File: config.mk
export PLATFORM = sky130hd
export DESIGN_NAME = int_arbiter_flat
export DESIGN_NICKNAME = d
export VERILOG_FILES = /design/src/rtl/int_arbiter_if.sv /design/src/rtl/int_arbiter.sv /design/src/flat_wrapper.sv
export SDC_FILE = /design/constraint.sdc
export NUM_CORES = 1
export LEC_CHECK = 0
export CAP_MARGIN = 0
export CORE_MARGIN = 2
export CORE_UTILIZATION = 32
export DETAILED_ROUTE_END_ITERATION = 10
export PLACE_DENSITY = 0.71
export SETUP_SLACK_MARGIN = 0.1
export SYNTH_ARGS = -nofsm -noshare
export SYNTH_HDL_FRONTEND = slang
export SYNTH_SLANG_ARGS = --single-unit
File: constraint.sdc
create_clock -name Clk -period 3.3 [get_ports Clk]
set_input_delay 0.33 -clock Clk [delete_from_list [all_inputs] [get_ports Clk]]
set_output_delay 0.33 -clock Clk [all_outputs]
set_load 0.1 [all_outputs]
File: src/rtl/int_arbiter_if.sv
// Bus, request and CP0 handshake signals of the interrupt arbiter.
// The master side drives requests and register accesses; the arbiter is the slave.
interface int_arbiter_if;
  logic [5:0]  IrqIn;
  logic [1:0]  Addr;
  logic        WE;
  logic [31:0] DIn;
  logic [31:0] DOut;
  logic        Taken;
  logic [5:0]  HWInt;

  modport master (
    output IrqIn, Addr, WE, DIn, Taken,
    input  DOut, HWInt
  );

  modport slave (
    input  IrqIn, Addr, WE, DIn, Taken,
    output DOut, HWInt
  );
endinterface

File: src/rtl/int_arbiter.sv
// Six-source fixed-priority interrupt arbiter with MASK/EDGE/PEND/ISR registers and a non-nesting IDLE/ASSERT/SERVICE handshake.
// Optional macro INT_ARBITER_SYNC_EN adds two synchroniser flops ahead of irq_s.
module int_arbiter (
  input  logic         Clk,
  input  logic         Reset,
  int_arbiter_if.slave bus
);

  typedef enum logic [1:0] {
    IDLE    = 2'b00,
    ASSERT  = 2'b01,
    SERVICE = 2'b10
  } state_t;

  state_t     state_reg, state_next;
  logic [5:0] sync_out;
  logic [5:0] irq_s, irq_d;
  logic [5:0] mask_reg, edge_reg, pend_reg, pend_next;
  logic [5:0] gnt_reg, gnt_next;
  logic [5:0] eligible, top_pick;
  logic       wr_mask, wr_edge, wr_pend, wr_eoi, taken_ok;
  logic       unused_din;

`ifdef INT_ARBITER_SYNC_EN
  logic [5:0] sync1_reg, sync2_reg;

  always_ff @(posedge Clk) begin
    if (Reset) begin
      sync1_reg <= '0;
      sync2_reg <= '0;
    end else begin
      sync1_reg <= bus.IrqIn;
      sync2_reg <= sync1_reg;
    end
  end

  assign sync_out = sync2_reg;
`else
  assign sync_out = bus.IrqIn;
`endif

  always_ff @(posedge Clk) begin
    if (Reset) begin
      irq_s <= '0;
      irq_d <= '0;
    end else begin
      irq_s <= sync_out;
      irq_d <= irq_s;
    end
  end

  assign wr_mask    = bus.WE && (bus.Addr == 2'd0);
  assign wr_edge    = bus.WE && (bus.Addr == 2'd1);
  assign wr_pend    = bus.WE && (bus.Addr == 2'd2);
  assign wr_eoi     = bus.WE && (bus.Addr == 2'd3);
  assign taken_ok   = bus.Taken && (state_reg == ASSERT);
  assign eligible   = pend_reg & mask_reg;
  assign unused_din = ^bus.DIn[31:6];

  // Edge sources latch a rising edge; a coincident clear loses to the set.
  generate
    for (genvar gi = 0; gi < 6; gi++) begin : g_pend
      logic set_edge, clr_edge;
      assign set_edge = irq_s[gi] & ~irq_d[gi];
      assign clr_edge = (wr_pend & bus.DIn[gi]) | (taken_ok & gnt_reg[gi]);
      assign pend_next[gi] = edge_reg[gi] ? (set_edge | (pend_reg[gi] & ~clr_edge))
                                          : irq_s[gi];
    end
  endgenerate

  // Scan upward so the highest eligible source is the last one written.
  always_comb begin
    top_pick = '0;
    for (int i = 0; i < 6; i++) begin
      if (eligible[i]) begin
        top_pick    = '0;
        top_pick[i] = 1'b1;
      end
    end
  end

  always_ff @(posedge Clk) begin
    if (Reset) begin
      mask_reg <= '0;
      edge_reg <= '0;
      pend_reg <= '0;
    end else begin
      if (wr_mask) mask_reg <= bus.DIn[5:0];
      if (wr_edge) edge_reg <= bus.DIn[5:0];
      pend_reg <= pend_next;
    end
  end

  always_ff @(posedge Clk) begin
    if (Reset) begin
      state_reg <= IDLE;
      gnt_reg   <= '0;
    end else begin
      state_reg <= state_next;
      gnt_reg   <= gnt_next;
    end
  end

  // ASSERT holds its grant; a newer higher-priority request waits for IDLE.
  always_comb begin
    state_next = state_reg;
    gnt_next   = gnt_reg;
    case (state_reg)
      IDLE: begin
        if (|eligible) begin
          state_next = ASSERT;
          gnt_next   = top_pick;
        end
      end
      ASSERT: begin
        if (bus.Taken) begin
          state_next = SERVICE;
        end else if (~|(gnt_reg & eligible)) begin
          state_next = IDLE;
          gnt_next   = '0;
        end
      end
      SERVICE: begin
        if (wr_eoi) begin
          state_next = IDLE;
          gnt_next   = '0;
        end
      end
      default: begin
        state_next = IDLE;
        gnt_next   = '0;
      end
    endcase
  end

  always_comb begin
    bus.DOut = '0;
    case (bus.Addr)
      2'd0:    bus.DOut = {26'b0, mask_reg};
      2'd1:    bus.DOut = {26'b0, edge_reg};
      2'd2:    bus.DOut = {26'b0, pend_reg};
      default: bus.DOut = {22'b0, state_reg, 2'b0, gnt_reg};
    endcase
  end

  assign bus.HWInt = (state_reg == ASSERT) ? gnt_reg : '0;

endmodule

File: src/flat_wrapper.sv
// flat-port wrapper written by rule: the top's interface ports become plain ports
module int_arbiter_flat 
  (Clk, Reset, bus_IrqIn, bus_Addr, bus_WE, bus_DIn, bus_Taken, bus_DOut, bus_HWInt);
  int_arbiter_if bus_i ();
  input  logic Clk;
  input  logic Reset;
  input wire logic [$bits(bus_i.IrqIn)-1:0] bus_IrqIn;
  input wire logic [$bits(bus_i.Addr)-1:0] bus_Addr;
  input wire logic [$bits(bus_i.WE)-1:0] bus_WE;
  input wire logic [$bits(bus_i.DIn)-1:0] bus_DIn;
  input wire logic [$bits(bus_i.Taken)-1:0] bus_Taken;
  output wire logic [$bits(bus_i.DOut)-1:0] bus_DOut;
  output wire logic [$bits(bus_i.HWInt)-1:0] bus_HWInt;
  assign bus_i.IrqIn = bus_IrqIn;
  assign bus_i.Addr = bus_Addr;
  assign bus_i.WE = bus_WE;
  assign bus_i.DIn = bus_DIn;
  assign bus_i.Taken = bus_Taken;
  assign bus_DOut = bus_i.DOut;
  assign bus_HWInt = bus_i.HWInt;
  int_arbiter u_core (.Clk(Clk), .Reset(Reset), .bus(bus_i));
endmodule
==> flow_metrics.env, run 1 <==
export IMPL_status="finished, final reports clean"
export IMPL_die_w_um=81.7
export IMPL_postCtsSetupRepairBufs=0
export IMPL_dieArea_mm2=0.00667
export IMPL_root_buffer="clkbuf_8"
export IMPL_avgSynthCellArea_um2=9.46
export IMPL_path_class="in2out"
export IMPL_cts_tree="built"
export IMPL_path_clk_slew_ns=0.07
export IMPL_r2r_start="u_core.state_reg[0]$_SDFFE_PP0P_"
export IMPL_p_seq_share_pct=43.3
export IMPL_reg2reg_depth=4
export IMPL_hold_buffers=0
export IMPL_async_flop_share_pct=0
export IMPL_track_usage_pct=13.1
export IMPL_first_global_vias=1368
export IMPL_rsz0062_at_grt="false"
export IMPL_cts_made_buffers=5
export IMPL_die_h_um=81.7
export IMPL_place_hpwl_um=2850
export IMPL_clk_latency_ns=0.30
export IMPL_p_int_mw=0.759
export IMPL_rows=28
export IMPL_wl_um=4010
export IMPL_period_needed_ns=2.38
export IMPL_p_comb_share_pct=22.2
export IMPL_final_area_mm2=0.00229
export IMPL_netlist_area_mm2=0.00193
export IMPL_fin_crit_sh_pct=72.2
export IMPL_hold_viol=0
export IMPL_tightest_slew_ns=0.916
export IMPL_cp_data_required_time_ns=2.97
export IMPL_r2r_end="u_core.pend_reg[3]$_SDFF_PP0_"
export IMPL_register_area_um2=761
export IMPL_rrSetupSlack_ns=1.50
export IMPL_slew_viol_final=0
export IMPL_first_iter_violations=64
export IMPL_cp_start_kind="primary input"
export IMPL_num_fill_cells=606
export IMPL_synth_main_ff_cell="dfxtp_1"
export IMPL_crit_start="bus_Addr[0]"
export IMPL_clockPowerShare_pct=34.4
export IMPL_num_io_pins=82
export IMPL_cts_resized=0
export IMPL_grt_pass1_wl_um=6480
export IMPL_cts_sinks=38
export IMPL_yosys_area_top_type="dfxtp_1"
export IMPL_synth_edf_count=0
export IMPL_tns_ns=0
export IMPL_start_util_pct=32.8
export IMPL_drive_gt1_share_pct=13.6
export IMPL_synthTopCellsByArea="dfxtp_1, buf_4, mux2i_1"
export IMPL_multiInputGateArea_mm2=0.00104
export IMPL_finalSetupViolCount=0
export IMPL_synthDistinctLibCells=35
export IMPL_leakage_nw=0.920
export IMPL_p_per_area_mw_per_mm2=492
export IMPL_via_per_inst=4.76
export IMPL_fmax_ghz=0.420
export IMPL_placed_cell_area_mm2=0.00219
export IMPL_switching_power_mw=0.369
export IMPL_clock_skew_ns=0.00737
export IMPL_dr_total_vias=1479
export IMPL_wire_per_inst_um=12.9
export IMPL_cp_max_fo=12
export IMPL_swShare_pct=32.7
export IMPL_seq_area_frac_synth_pct=39.4
export IMPL_timing_slew_headroom_pct=38.4
export IMPL_syn_inst=204
export IMPL_synth_top_area_share_pct=39.4
export IMPL_place_congestion=0.762
export IMPL_synth_common_cells="dfxtp_1, buf_4, nand2_1"
export IMPL_synth_most_common_cell="dfxtp_1"
export IMPL_endpoint_kind="output port"
export IMPL_dr_pass1_iters=4
export IMPL_cap_violations=0
export IMPL_crit_arrival_ns=2.05
export IMPL_endpoint="bus_DOut[5]"
export IMPL_ir_worst_vdd_mv=0.152
export IMPL_hold_class="reg2reg"
export IMPL_yosys_warnings=0
export IMPL_nNetsFinal=279
export IMPL_core_area_mm2=0.00589
export IMPL_antenna_cells=0
export IMPL_antenna_found_initial=0
export IMPL_grt_max_degree=22
export IMPL_drtAntennaViolNets=0
export IMPL_cts_max_path_buffers=2
export IMPL_grt_overflow=0
export IMPL_ys_seq_elements=38
export IMPL_p_total_mw=1.13
export IMPL_hold_depth=1
export IMPL_io_buffer_count=31
export IMPL_htreeDepth=2
export IMPL_syn_to_final_growth_pct=18.8
export IMPL_drc=0
metal layers:
layer  global-route usage [%]  share of wire [%]  up-vias
met3                     3.74                6.3       10
li1                         -                  -      741
met1                     15.8                 44      681
met4                     6.67                2.7        0
met2                     21.5                 47       47
met5                        0                  0        -
worst min-delay path by stage:
stage	start	slack, ns	endpoint
final	u_core.irq_s[3]$_SDFF_PP0_	0.46	u_core.irq_d[3]$_SDFF_PP0_
after global routing	u_core.irq_s[3]$_SDFF_PP0_	0.48	u_core.irq_d[3]$_SDFF_PP0_
after CTS	u_core.irq_s[3]$_SDFF_PP0_	0.46	u_core.irq_d[3]$_SDFF_PP0_
after detailed placement	u_core.irq_s[2]$_SDFF_PP0_	0.46	u_core.irq_d[2]$_SDFF_PP0_
after global placement	u_core.irq_s[1]$_SDFF_PP0_	0.45	u_core.irq_d[1]$_SDFF_PP0_
after floorplan	u_core.irq_s[0]$_SDFF_PP0_	0.45	u_core.irq_d[0]$_SDFF_PP0_
through the flow:
step                      setup WS, ns  hold WS (ns)  utilization [%]  instances
final                            0.919         0.460             39.0        311
after global routing             0.837         0.481             39.0        311
after CTS                        0.883         0.462             39.0        311
after detailed placement         0.883         0.457             37.2        303
after global placement           0.884         0.453             37.2        303
after floorplan                   1.43         0.448                -        227
critical path: stages:
cell and delay, ns:
clkdlybuf4s50_1 0.85, mux4_1 0.62, buf_4 0.25
cell families after synthesis:
kind of cell | count (synthesis) | share of synthesized area, %
AO/OA/AOI/OAI | 33 | 14.3
buffers and inverters | 33 | 11.3
flip-flops | 38 | 39.4
multiplexers | 18 | 13.4
other | 1 | 0.194
AND/OR/NAND/NOR | 81 | 21.4
power by group through the flow:
stage / registers, mW / logic, mW / clock network [mW]
floorplan: 0.496 / 0.232 / 0
global placement: 0.499 / 0.250 / 0
detailed placement: 0.500 / 0.251 / 0
CTS: 0.489 / 0.252 / 0.396
global route: 0.491 / 0.264 / 0.420
finish: 0.489 / 0.251 / 0.389
area by class of cell:
| cell class | instances | share of cell area, % |
|---|---|---|
| Tap cell | 75 | 4.09 |
| Clock inverter | 1 | 1.31 |
| Sequential cell | 38 | 33.2 |
| Timing Repair Buffer | 33 | 12.7 |
| Multi-Input combinational cell | 156 | 45.3 |
| Clock buffer | 7 | 3.33 |
| Inverter | 1 | 0.164 |
layout by cell type, fill, tap and decap left out, types with 6 or more instances in the layout:
cell type        instances
dfxtp_1                 38
nand2_1                 24
conb_1                  24
nor2_1                  20
clkdlybuf4s50_1         17
a211oi_1                16
buf_4                   16
nor2b_1                 13
mux2i_1                 12
and2_1                   7
a22o_1                   7
nand3_1                  6
Note: power is estimated with default switching activity, not from simulation.
==> inputs of run 2 (changes only) <==
==> constraint.sdc (replaced) <==
create_clock -name Clk -period 2.2 [get_ports Clk]
set_input_delay 0.22 -clock Clk [delete_from_list [all_inputs] [get_ports Clk]]
set_output_delay 0.22 -clock Clk [all_outputs]
set_load 0.1 [all_outputs]
==> run 2 against run 1 <==
Net effect:
- clock skew is 0.0037 ns lower
- sequential share of layout area down 3.2 points
- wire length is 3.3% higher
- die area is the same
- power up 45%
- worst hold slack better by 0.0058 ns
- clock-buffer cell count is the same
- largest cell class unchanged
- largest power group unchanged
==> flow_metrics.env, run 2 (synthesis gave the netlist of run 1 again) <==
export IMPL_status="finished, final reports clean"
export IMPL_final_area_mm2=0.00254
export IMPL_cpPeakStageDelay_ns=0.56
export IMPL_layout_common_cells="dfxtp_1, nand2_1, conb_1, nor2_1, clkdlybuf4s50_1"
export IMPL_timing_final_ws_setup_ns=0.264
export IMPL_dp_slack_ns=0.215
export IMPL_path_class="in2out"
export IMPL_register_area_um2=761
export IMPL_drtAntennaViolNets=0
export IMPL_wire_per_inst_um=12.9
export IMPL_first_global_vias=1381
export IMPL_io_buffer_count=31
export IMPL_crit_arrival_ns=1.72
export IMPL_tightest_slew_ns=0.615
export IMPL_clk_latency_ns=0.29
export IMPL_cts_made_buffers=5
export IMPL_placed_cell_area_mm2=0.00245
export IMPL_cts_resized=0
export IMPL_syn_to_final_growth_pct=31.6
export IMPL_crit_chain="clkdlybuf4s50_1, buf_4, mux4_2, buf_12"
export IMPL_grt_max_degree=39
export IMPL_num_fill_cells=580
export IMPL_place_congestion=0.843
export IMPL_switching_power_mw=0.555
export IMPL_path_clk_slew_ns=0.07
export IMPL_timing_slew_headroom_pct=59.0
export IMPL_start_util_pct=32.8
export IMPL_die_w_um=81.7
export IMPL_nNetsFinal=289
export IMPL_antenna_found_initial=0
export IMPL_drc=0
export IMPL_cts_tree="built"
export IMPL_swShare_pct=34.0
export IMPL_ir_worst_vdd_mv=0.296
export IMPL_via_per_inst=4.78
export IMPL_p_comb_share_pct=25.1
export IMPL_die_h_um=81.7
export IMPL_tns_ns=0
export IMPL_clock_skew_ns=0.00368
export IMPL_hold_viol=0
export IMPL_cts_max_path_buffers=2
export IMPL_p_per_area_mw_per_mm2=643
export IMPL_root_buffer="clkbuf_8"
export IMPL_place_hpwl_um=3140
export IMPL_leakage_nw=1.01
export IMPL_wl_um=4150
export IMPL_endpoint_kind="output port"
export IMPL_cap_violations=0
export IMPL_fmax_ghz=0.517
export IMPL_final_common_cell="dfxtp_1"
export IMPL_cp_data_required_time_ns=1.98
export IMPL_p_int_mw=1.08
export IMPL_core_area_mm2=0.00589
export IMPL_multiInputGateArea_mm2=0.00104
export IMPL_drive_gt1_share_pct=17.5
export IMPL_slowest_stage="mux4_2"
export IMPL_slew_viol_final=0
export IMPL_dr_pass1_iters=4
export IMPL_fin_crit_sh_pct=88.0
export IMPL_dr_total_vias=1534
export IMPL_cts_sinks=38
export IMPL_whs_ns=0.465
export IMPL_num_io_pins=82
export IMPL_dieArea_mm2=0.00667
export IMPL_rsz0062_at_grt="false"
export IMPL_period_needed_ns=1.94
export IMPL_rows=28
export IMPL_grt_overflow=0
export IMPL_finalSetupViolCount=0
export IMPL_grt_pass1_wl_um=6750
export IMPL_first_iter_violations=86
export IMPL_postCtsSetupRepairBufs=0
export IMPL_track_usage_pct=13.4
export IMPL_p_seq_share_pct=45.0
export IMPL_clockPowerShare_pct=30.0
export IMPL_antenna_cells=0
export IMPL_cp_start_kind="primary input"
export IMPL_cp_max_fo=7
export IMPL_hold_class="reg2reg"
export IMPL_htreeDepth=2
export IMPL_hold_buffers=0
[run 2: worst max-delay path: cells and delay by family]
kind / cells / cell delay (ns)
mux: 1 / 0.56
buf+inv: 3 / 0.93
[run 2: per-stage QoR]
| stage | instances | total power [mW] | util, % |
|---|---|---|---|
| 2_1_floorplan | 227 | 1.09 | - |
| 3_3_place_gp | 313 | 1.15 | 41.6 |
| 3_5_place_dp | 313 | 1.16 | 41.6 |
| 4_1_cts | 321 | 1.65 | 43.2 |
| 5_1_grt | 321 | 1.70 | 43.2 |
| 6_report | 321 | 1.63 | 43.2 |
[run 2: path summary, 6_finish.rpt]
kind	cells after the start	to	startpoint	slack, ns
min reg2reg	1	u_core.irq_d[3]$_SDFF_PP0_	u_core.irq_s[3]$_SDFF_PP0_	0.47
max reg2reg	4	u_core.gnt_reg[2]$_SDFFE_PP0P_	u_core.pend_reg[5]$_SDFF_PP0_	0.61
min	1	u_core.irq_d[3]$_SDFF_PP0_	u_core.irq_s[3]$_SDFF_PP0_	0.47
max	4	bus_DOut[1]	bus_Addr[0]	0.26
[run 2: routing by layer]
| metal | GRT usage (%) | part of all wire, % | vias up |
|---|---|---|---|
| li1 | - | - | 758 |
| met1 | 16.9 | 45 | 725 |
| met2 | 22.0 | 49 | 43 |
| met3 | 3.63 | 4.7 | 8 |
| met4 | 4.67 | 1.7 | 0 |
| met5 | 0 | 0 | - |
[run 2: cell type report]
type                    instances  share of cell area [%]
clock inverters                 1                   0.197
well taps                      75                    3.69
multi-input cells             156                    40.9
flip-flops and latches         38                    29.9
repair buffers                 43                    21.8
inverters                       1                   0.148
clock buffers                   7                    3.40
[run 2: power by group through the flow]
| stage | clock [mW] | sequential (mW) | combinational (mW) |
|---|---|---|---|
| floorplan | 0 | 0.744 | 0.347 |
| global placement | 0 | 0.748 | 0.406 |
| detailed placement | 0 | 0.750 | 0.409 |
| CTS | 0.505 | 0.734 | 0.410 |
| global route | 0.536 | 0.738 | 0.429 |
| finish | 0.490 | 0.734 | 0.409 |
